**config.mk**
```make
export PLATFORM = sky130hd
export DESIGN_NAME = alu_iter
export DESIGN_NICKNAME = d
export VERILOG_FILES = /design/src/rtl/alu_iter.sv
export SDC_FILE = /design/constraint.sdc
export NUM_CORES = 1
export LEC_CHECK = 0
export CORE_ASPECT_RATIO = 2
export CORE_MARGIN = 2
export CORE_UTILIZATION = 58
export CTS_CLUSTER_SIZE = 16
export DETAILED_ROUTE_END_ITERATION = 7
export PLACE_DENSITY_LB_ADDON = 0.08
export SLEW_MARGIN = 15
export SYNTH_ARGS = -nofsm -noshare
export SYNTH_HDL_FRONTEND = slang
export SYNTH_SLANG_ARGS = --single-unit
```
**constraint.sdc**
```tcl
create_clock -name clk -period 3.7 [get_ports clk]
set_clock_uncertainty 0.15 [all_clocks]
set_input_delay 0.74 -clock clk [delete_from_list [all_inputs] [get_ports clk]]
set_output_delay 0.74 -clock clk [all_outputs]
set_load 0.02 [all_outputs]
```
**src/rtl/alu_iter.sv**
```systemverilog
// Iterative RV32I/RV64I execute unit: single-cycle integer ops with a registered result,
// plus shift-add multiply and restoring divide, one bit per cycle, behind valid/ready handshakes.
module alu_iter #(
  parameter int XLEN    = 32,
  parameter int SHAMT_W = $clog2(XLEN)
) (
  input  logic            clk,
  input  logic            rst_n,
  input  logic            flush_i,
  input  logic            in_valid_i,
  output logic            in_ready_o,
  input  logic [4:0]      op_i,
  input  logic [XLEN-1:0] a_i,
  input  logic [XLEN-1:0] b_i,
  output logic            out_valid_o,
  input  logic            out_ready_i,
  output logic [XLEN-1:0] result_o,
  output logic            zero_o,
  output logic            neg_o,
  output logic            busy_o
);

  typedef enum logic [1:0] {S_IDLE, S_MUL, S_DIV, S_FIN} state_e;

  localparam logic [4:0] OP_ADD    = 5'd0;
  localparam logic [4:0] OP_SUB    = 5'd1;
  localparam logic [4:0] OP_SLL    = 5'd2;
  localparam logic [4:0] OP_SLT    = 5'd3;
  localparam logic [4:0] OP_SLTU   = 5'd4;
  localparam logic [4:0] OP_XOR    = 5'd5;
  localparam logic [4:0] OP_OR     = 5'd6;
  localparam logic [4:0] OP_AND    = 5'd7;
  localparam logic [4:0] OP_SRL    = 5'd8;
  localparam logic [4:0] OP_SRA    = 5'd9;
  localparam logic [4:0] OP_MUL    = 5'd10;
  localparam logic [4:0] OP_MULH   = 5'd11;
  localparam logic [4:0] OP_MULHSU = 5'd12;
  localparam logic [4:0] OP_MULHU  = 5'd13;
  localparam logic [4:0] OP_DIV    = 5'd14;
  localparam logic [4:0] OP_DIVU   = 5'd15;
  localparam logic [4:0] OP_REM    = 5'd16;
  localparam logic [4:0] OP_REMU   = 5'd17;

  localparam logic [XLEN-1:0]    MIN_NEG  = {1'b1, {(XLEN-1){1'b0}}};
  localparam logic [SHAMT_W-1:0] CNT_LAST = SHAMT_W'(XLEN - 1);

  state_e              state_q, state_d;
  logic [SHAMT_W-1:0]  cnt_q, cnt_d;
  logic [XLEN-1:0]     hi_q, hi_d;
  logic [XLEN-1:0]     lo_q, lo_d;
  logic [XLEN-1:0]     mag_q, mag_d;
  logic [4:0]          op_q, op_d;
  logic                neg_q, neg_d;
  logic [XLEN-1:0]     result_q, result_d;
  logic                out_valid_q, out_valid_d;

  logic                accept_s;
  logic                is_mul_s, is_div_s, div_zero_s, div_ovf_s, iter_start_s;
  logic                a_sgn_s, b_sgn_s;
  logic [XLEN-1:0]     a_mag_s, b_mag_s;
  logic [SHAMT_W-1:0]  shamt_s;
  logic [XLEN-1:0]     quick_s;
  logic [XLEN:0]       mul_sum_s;
  logic [XLEN:0]       div_shift_s;
  logic                div_ge_s;
  logic [XLEN-1:0]     div_diff_s;
  logic [2*XLEN-1:0]   prod_s, prod_fix_s;
  logic [XLEN-1:0]     div_base_s, fin_res_s;

  assign in_ready_o  = (state_q == S_IDLE) && (!out_valid_q || out_ready_i) && !flush_i;
  assign accept_s    = in_valid_i && in_ready_o;
  assign out_valid_o = out_valid_q;
  assign result_o    = result_q;
  assign zero_o      = (result_q == '0);
  assign neg_o       = result_q[XLEN-1];
  assign busy_o      = (state_q != S_IDLE);

  // Decode, operand magnitudes and the single-cycle / special-case result.
  always_comb begin
    shamt_s      = b_i[SHAMT_W-1:0];
    is_mul_s     = (op_i >= OP_MUL) && (op_i <= OP_MULHU);
    is_div_s     = (op_i >= OP_DIV) && (op_i <= OP_REMU);
    div_zero_s   = (b_i == '0);
    div_ovf_s    = (a_i == MIN_NEG) && (b_i == '1) && ((op_i == OP_DIV) || (op_i == OP_REM));
    iter_start_s = is_mul_s || (is_div_s && !div_zero_s && !div_ovf_s);
    a_sgn_s      = a_i[XLEN-1] && ((op_i == OP_MUL) || (op_i == OP_MULH) ||
                                   (op_i == OP_MULHSU) || (op_i == OP_DIV) || (op_i == OP_REM));
    b_sgn_s      = b_i[XLEN-1] && ((op_i == OP_MUL) || (op_i == OP_MULH) ||
                                   (op_i == OP_DIV) || (op_i == OP_REM));
    a_mag_s      = a_sgn_s ? (~a_i + {{(XLEN-1){1'b0}}, 1'b1}) : a_i;
    b_mag_s      = b_sgn_s ? (~b_i + {{(XLEN-1){1'b0}}, 1'b1}) : b_i;
    case (op_i)
      OP_ADD:  quick_s = a_i + b_i;
      OP_SUB:  quick_s = a_i - b_i;
      OP_SLL:  quick_s = a_i << shamt_s;
      OP_SLT:  quick_s = {{(XLEN-1){1'b0}}, ($signed(a_i) < $signed(b_i))};
      OP_SLTU: quick_s = {{(XLEN-1){1'b0}}, (a_i < b_i)};
      OP_XOR:  quick_s = a_i ^ b_i;
      OP_OR:   quick_s = a_i | b_i;
      OP_AND:  quick_s = a_i & b_i;
      OP_SRL:  quick_s = a_i >> shamt_s;
      OP_SRA:  quick_s = $unsigned($signed(a_i) >>> shamt_s);
      OP_DIV, OP_DIVU: quick_s = div_zero_s ? '1 : a_i;
      OP_REM, OP_REMU: quick_s = div_zero_s ? a_i : '0;
      default: quick_s = '0;
    endcase
  end

  // Datapath for one multiply/divide step and the final sign correction.
  always_comb begin
    mul_sum_s   = {1'b0, hi_q} + (lo_q[0] ? {1'b0, mag_q} : {(XLEN+1){1'b0}});
    div_shift_s = {hi_q, lo_q[XLEN-1]};
    div_ge_s    = (div_shift_s >= {1'b0, mag_q});
    div_diff_s  = XLEN'(div_shift_s - {1'b0, mag_q});
    prod_s      = {hi_q, lo_q};
    prod_fix_s  = neg_q ? (~prod_s + {{(2*XLEN-1){1'b0}}, 1'b1}) : prod_s;
    div_base_s  = ((op_q == OP_DIV) || (op_q == OP_DIVU)) ? lo_q : hi_q;
    if (op_q <= OP_MULHU) begin
      fin_res_s = (op_q == OP_MUL) ? prod_fix_s[XLEN-1:0] : prod_fix_s[2*XLEN-1:XLEN];
    end else begin
      fin_res_s = neg_q ? (~div_base_s + {{(XLEN-1){1'b0}}, 1'b1}) : div_base_s;
    end
  end

  // Next-state logic: accept, iterate, finish; flush overrides everything.
  always_comb begin
    state_d     = state_q;
    cnt_d       = cnt_q;
    hi_d        = hi_q;
    lo_d        = lo_q;
    mag_d       = mag_q;
    op_d        = op_q;
    neg_d       = neg_q;
    result_d    = result_q;
    out_valid_d = out_valid_q;
    if (flush_i) begin
      state_d     = S_IDLE;
      out_valid_d = 1'b0;
    end else begin
      case (state_q)
        S_IDLE: begin
          if (out_valid_q && out_ready_i) begin
            out_valid_d = 1'b0;
          end else begin
            out_valid_d = out_valid_q;
          end
          if (accept_s && iter_start_s) begin
            state_d = is_mul_s ? S_MUL : S_DIV;
            cnt_d   = CNT_LAST;
            hi_d    = '0;
            lo_d    = is_mul_s ? b_mag_s : a_mag_s;
            mag_d   = is_mul_s ? a_mag_s : b_mag_s;
            op_d    = op_i;
            neg_d   = (op_i == OP_REM) ? a_sgn_s : (a_sgn_s ^ b_sgn_s);
          end else if (accept_s) begin
            result_d    = quick_s;
            out_valid_d = 1'b1;
          end else begin
            state_d = S_IDLE;
          end
        end
        S_MUL, S_DIV: begin
          if (state_q == S_MUL) begin
            hi_d = mul_sum_s[XLEN:1];
            lo_d = {mul_sum_s[0], lo_q[XLEN-1:1]};
          end else begin
            hi_d = div_ge_s ? div_diff_s : div_shift_s[XLEN-1:0];
            lo_d = {lo_q[XLEN-2:0], div_ge_s};
          end
          if (cnt_q == '0) begin
            state_d = S_FIN;
          end else begin
            cnt_d = cnt_q - {{(SHAMT_W-1){1'b0}}, 1'b1};
          end
        end
        S_FIN: begin
          result_d    = fin_res_s;
          out_valid_d = 1'b1;
          state_d     = S_IDLE;
        end
        default: state_d = S_IDLE;
      endcase
    end
  end

  // State and datapath registers.
  always_ff @(posedge clk or negedge rst_n) begin
    if (!rst_n) begin
      state_q     <= S_IDLE;
      cnt_q       <= '0;
      hi_q        <= '0;
      lo_q        <= '0;
      mag_q       <= '0;
      op_q        <= 5'd0;
      neg_q       <= 1'b0;
      result_q    <= '0;
      out_valid_q <= 1'b0;
    end else begin
      state_q     <= state_d;
      cnt_q       <= cnt_d;
      hi_q        <= hi_d;
      lo_q        <= lo_d;
      mag_q       <= mag_d;
      op_q        <= op_d;
      neg_q       <= neg_d;
      result_q    <= result_d;
      out_valid_q <= out_valid_d;
    end
  end

endmodule

```
==> key figures, run 1 <==
GRT
  • Vias in the first global route: 37000
  • GRT Residual Overflow: 322
  • Largest net degree at the start of global routing: 96
  • GRT Overall Usage: about 69%
  • First-pass GRT wire length: 242000 µm

Yosys
  • Distinct cells, synth: slightly below 90
  • #FFs+latches synth: 142
  • Seq/Total Area, Yosys: 14.2%
  • XOR/XNOR share of the synthesized area: 7.02%
  • Syn Area/Cell: about 7.2 µm²
  • Multiplexer share of the synthesized area: 10.4%
  • Largest family of logic cells by synthesized area: compound AO/OA/AOI/OAI gates
  • Ys async rst share: 100%
  • Nets in the synthesized netlist: 3741
  • Post-synthesis instance area: 25000 µm²
  • Cells after Synth: roughly 3500
  • Synth warn: 0
  • EDFF count, synth: 0
  • Main synth FF type: dfrtp_1
  • Adder-cell share of the synthesized area: 9.80%
  • Compound-cell area share of the yosys netlist: 30.7%
  • Synth Area in Simple Gates: between 20% and 30%

Place
  • Hpwl dp: 101000 µm
  • GP Congestion: 1.34
  • Post-Place Cell Area: approximately 32000 µm²
  • Port Buf Inserts: 110

Die
  • Die height: between 200 and 300 µm
  • # rows: 107
  • I/O Pins: 111
  • Die width: 151 µm
  • Initial Utilization: between 50% and 60%

Clocking
  • Cts hold-fix bufs: 0
  • CTS root buf: clkbuf_16
  • H-tree level count: 4
  • Buffer depth of the longest clock path: 2
  • TritonCTS Buffers: 17
  • CTS Sinks: 142

Run status
  • Outcome: aborted with a tool error
  • Error: [ERROR GRT-0116] Global routing finished with congestion. Check the congestion regions in the DRC Viewer.
  • Exit stage: global routing (5_1_grt)
## metal layers
layer	overflow	global-route usage (%)
met1	1	68.9
met2	199	89.5
met3	9	47.0
met4	110	70.6
met5	3	13.0
## synthesized netlist by cell type (39+ instances only)
| master | count | area, µm² |
|---|---|---|
| a211oi_1 | 77 | 578 |
| a21o_1 | 39 | 293 |
| a21oi_1 | 331 | 1660 |
| a221oi_1 | 44 | 385 |
| clkbuf_1 | 247 | 927 |
| dfrtp_1 | 142 | 3550 |
| ha_1 | 189 | 2360 |
| inv_1 | 165 | 619 |
| mux2i_1 | 74 | 741 |
| mux4_2 | 65 | 1460 |
| nand2_1 | 300 | 1130 |
| nand3_1 | 68 | 340 |
| nand4_1 | 44 | 275 |
| nor2_1 | 390 | 1460 |
| nor3_1 | 75 | 375 |
| nor4_1 | 48 | 300 |
| o21ai_0 | 280 | 1400 |
| o31ai_1 | 43 | 323 |
| xnor2_1 | 146 | 1280 |
| xor2_1 | 54 | 473 |
## kinds of logic after synthesis
group	Yosys count
XOR/XNOR	200
adder cells (fa/ha/maj)	193
AND/OR/NAND/NOR	1116
flip-flops	142
buffers and inverters	461
AO/OA/AOI/OAI	1188
multiplexers	174
## per-stage QoR
| step | instances | setup WS [ns] | TNS, ns |
|---|---|---|---|
| floorplan | 3474 | -0.213 | -0.356 |
| global placement | 4667 | -0.879 | -43.95 |
| detailed placement | 4667 | -0.909 | -50.35 |
| CTS | 4718 | -0.0700 | -0.0978 |
## what timing repair did
item,CTS
gates cloned,2
buffers inserted,19
endpoints found under the hold margin,0
resized for setup,84
pin swaps,34
setup endpoints to repair,39
==> run 2: changes to the inputs <==
- CORE_ASPECT_RATIO: 2 -> unset
- CORE_UTILIZATION: 58 -> 40
- CTS_CLUSTER_SIZE: 16 -> unset
- PLACE_DENSITY_LB_ADDON: 0.08 -> 0.15
- clock period: 3.7 -> 4.81 ns (I/O delays scaled with it)
==> run 2 against run 1 <==
Against the previous run: the flow now finishes without violations; synthesized area unchanged; synthesized cell count stayed put.
==> key figures, run 2 <==
Run status
  • Outcome: finished clean (was aborted with a tool error)

Clocking
  • TritonCTS Buffers: 17 (unchanged)
  • CTS Sinks: 142 (unchanged)
  • Buffer depth of the longest clock path: 2 (unchanged)
  • CTS root buf: clkbuf_16 (unchanged)
  • Clock transition at path regs: 0.06 ns
  • H-tree level count: 4 (unchanged)
  • Clk_lat worst skew: 0.46 ns
  • Cts hold-fix bufs: 0 (unchanged)
  • CTS tree: done

Power
  • Leakage power: 0.0129 µW
  • Net Sw Frac: 50.0%
  • Switching power of the nets: 4490 µW
  • Pint: 4480 µW
  • Reg power frac: 22.7%
  • Overall Power: 8970 µW
  • Peak VDD IR: approximately 0.24 mV
  • Clock share of power: 15.7%
  • PwrDens: between 200 and 300 nW/µm²
  • Power share of the combinational group: 61.6%

Die
  • Initial Utilization: 40.4% (was 58.6%)
  • I/O Pins: 111 (unchanged)
  • Core area: 61700 µm²
  • Die area: 64400 µm²
  • # rows: 91 (was 107)
  • Die width: 254 µm (was 151 µm)
  • Die height: 254 µm (was 297 µm)

Timing
  • Slew headroom: 28.8%
  • Period Utilization, post-route: between 90% and 100%
  • Final setup fails: 0
  • Fmax: roughly 210 MHz
  • Slew Limit Fails: 0
  • Final Hold Vio Count: 0
  • RSZ-0062 raised after global routing: no
  • Hold WS: between 0.3 and 0.4 ns
  • Worst slew pin tran: approximately 1.1 ns
  • Min Tclk post-route: 4.70 ns

Yosys
  • Synth warn: 0 (unchanged)
  • #FFs+latches synth: 142 (unchanged)
  • Nets in the synthesized netlist: 3741 (unchanged)
  • Post-synth top area cell: dfrtp_1 (unchanged)
  • Top-count cell post-synth: nor2_1 (unchanged)
  • Cells after Synth: 3474 (unchanged)
  • Main synth FF type: dfrtp_1 (unchanged)
  • Distinct cells, synth: 87 (unchanged)
  • Post-synthesis instance area: 25000 µm² (unchanged)
  • EDFF count, synth: 0 (unchanged)
  • Ys async rst share: 100% (unchanged)
  • Area share of the largest cell type after synthesis: 14.2% (unchanged)
  • Seq/Total Area, Yosys: 14.2% (unchanged)
  • Commonest cells in the netlist: nor2_1 (390), a21oi_1 (331), nand2_1 (300), o21ai_0 (280), clkbuf_1 (247) (unchanged)
  • Syn Area/Cell: 7.18 µm² (unchanged)
  • Largest cells by area after synthesis: dfrtp_1 (14%), ha_1 (9.5%), a21oi_1 (6.6%) (unchanged)

GRT
  • Largest net degree at the start of global routing: 86
  • Vias in the first global route: 29200
  • GRT Overall Usage: 41.3%
  • Initial antenna violation count: 2
  • GRT Residual Overflow: 0
  • First-pass GRT wire length: 196000 µm

Place
  • Post-Place Cell Area: 29800 µm² (was 32400 µm²)
  • Port Buf Inserts: 110 (unchanged)
  • GP Congestion: 1.07 (was 1.34)
  • Hpwl dp: 109000 µm (was 101000 µm)
  • # placed instances: 4598 (was 4667)

Drt
  • DR pass1 iterations: 6
  • Vias per Instance: 6.52
  • Post-route ant nets: 0
  • Number of remaining DRC errors: 0
  • WL/cell: roughly 29 µm
  • Routed vias: 30200
  • DR iter-0 viols: ~3900
  • Routed wire length: 135000 µm

Setup path
  • Crit end category: register
  • Startpoint types: input port
  • Worst-path maximum fanout: 5
  • Crit Path Class: input port to register
  • Crit path required time: 4.99 ns
  • Worst Path Arrival: 4.88 ns

Hold path
  • Tightest Hold Check Type: register to register

Job
  • Max-cap violations: 0

Layout
  • Seq. cell area: 3550 µm²
  • Most common cell after layout, fill and taps aside: buf_4
  • Final std cells w/o fill: 4630
  • Commonest cells after routing, fill and taps aside: buf_4 (451), nor2_1 (390), a21oi_1 (330)
  • Synth-to-layout area growth: 21.8%
  • Ant. Diodes: 0
  • NumNets Final: 4047
  • Fillers: 6262
  • Layout cell share with drive strength beyond 1: about 18%
  • Post-route cell area: 30400 µm²
  • Area of the multi-input gates: 19700 µm²
==> run 2: cell counts after synthesis <==
Identical to the previous run, type by type.
==> run 2: layer usage <==
| layer | track usage (%) | part of all wire [%] |
|---|---|---|
| met1 | 51.6 | 39 |
| met5 | 0 | 0.0096 |
| met3 | 5.95 | 7.9 |
| met2 | 67.0 | 45 |
| met4 | 25.8 | 7.3 |
==> run 2: final timing paths <==
check                                      from                        to  slack (ns)  cells after the start
min reg2reg                mag_q[6]$_DFFE_PN0P_      mag_q[6]$_DFFE_PN0P_        0.33                      2
min                        mag_q[6]$_DFFE_PN0P_      mag_q[6]$_DFFE_PN0P_        0.33                      2
max reg2reg                 lo_q[0]$_DFFE_PN0P_      hi_q[25]$_DFFE_PN0P_        0.37                     16
max                                      a_i[0]  result_o[30]$_DFFE_PN0P_        0.11                     17
min in group asynchronous                 rst_n      hi_q[10]$_DFFE_PN0P_        0.37                      1
max in group asynchronous                 rst_n   result_o[6]$_DFFE_PN0P_        3.07                      2
==> run 2: final cells by class <==
type / count / share of cell area (%)
Sequential cell: 142 / 11.7
Timing Repair Buffer: 580 / 16.0
Inverter: 168 / 2.08
Clock buffer: 19 / 1.42
Tap cell: 837 / 3.45
Multi-Input combinational cell: 2871 / 64.8
Clock inverter: 13 / 0.539
==> run 2: cell families after synthesis <==
kind of cell             Yosys count  synth area share, %
adder cells (fa/ha/maj)          193                 9.80
buffers and inverters            461                 7.06
AND/OR/NAND/NOR                 1116                 20.8
XOR/XNOR                         200                 7.02
AO/OA/AOI/OAI                   1188                 30.7
multiplexers                     174                 10.4
flip-flops                       142                 14.2
==> run 2: critical path, cell delays in order <==
cell and delay [ns]:
clkdlybuf4s50_1 0.52, buf_4 0.13, ha_1 0.18, inv_1 0.06, fa_1 0.40, nor2b_1 0.16
o2111ai_1 0.19, a2111oi_0 0.50, buf_4 0.22, o21ai_0 0.20, a21oi_1 0.19, buf_4 0.17
nand3_1 0.08, o2bb2ai_1 0.14, xnor2_1 0.14, a211o_1 0.32, a221o_1 0.32
==> run 2: what timing repair did <==
action                     4_1_cts  5_1_grt
setup endpoints to repair        0        3
gates resized for setup          0        3
buffers inserted                 0        0
==> run 2: metrics by stage <==
step                      setup WS (ns)  TNS, ns  util [%]
after floorplan                 0.00315        0         -
after global routing             0.0272        0      49.2
after CTS                        0.0420        0      49.2
after detailed placement         -0.441    -3.99      48.2
after global placement           -0.324    -3.39      48.2
final                             0.114        0      49.2
==> run 2: power groups by stage <==
stage	clock network (µW)	registers [µW]	logic [µW]
floorplan	0	1710	3560
global placement	0	2020	5320
detailed placement	0	2030	5360
CTS	1430	2010	5390
global route	1470	2060	5930
finish	1410	2040	5520
Power figures use the tool's default switching activity.
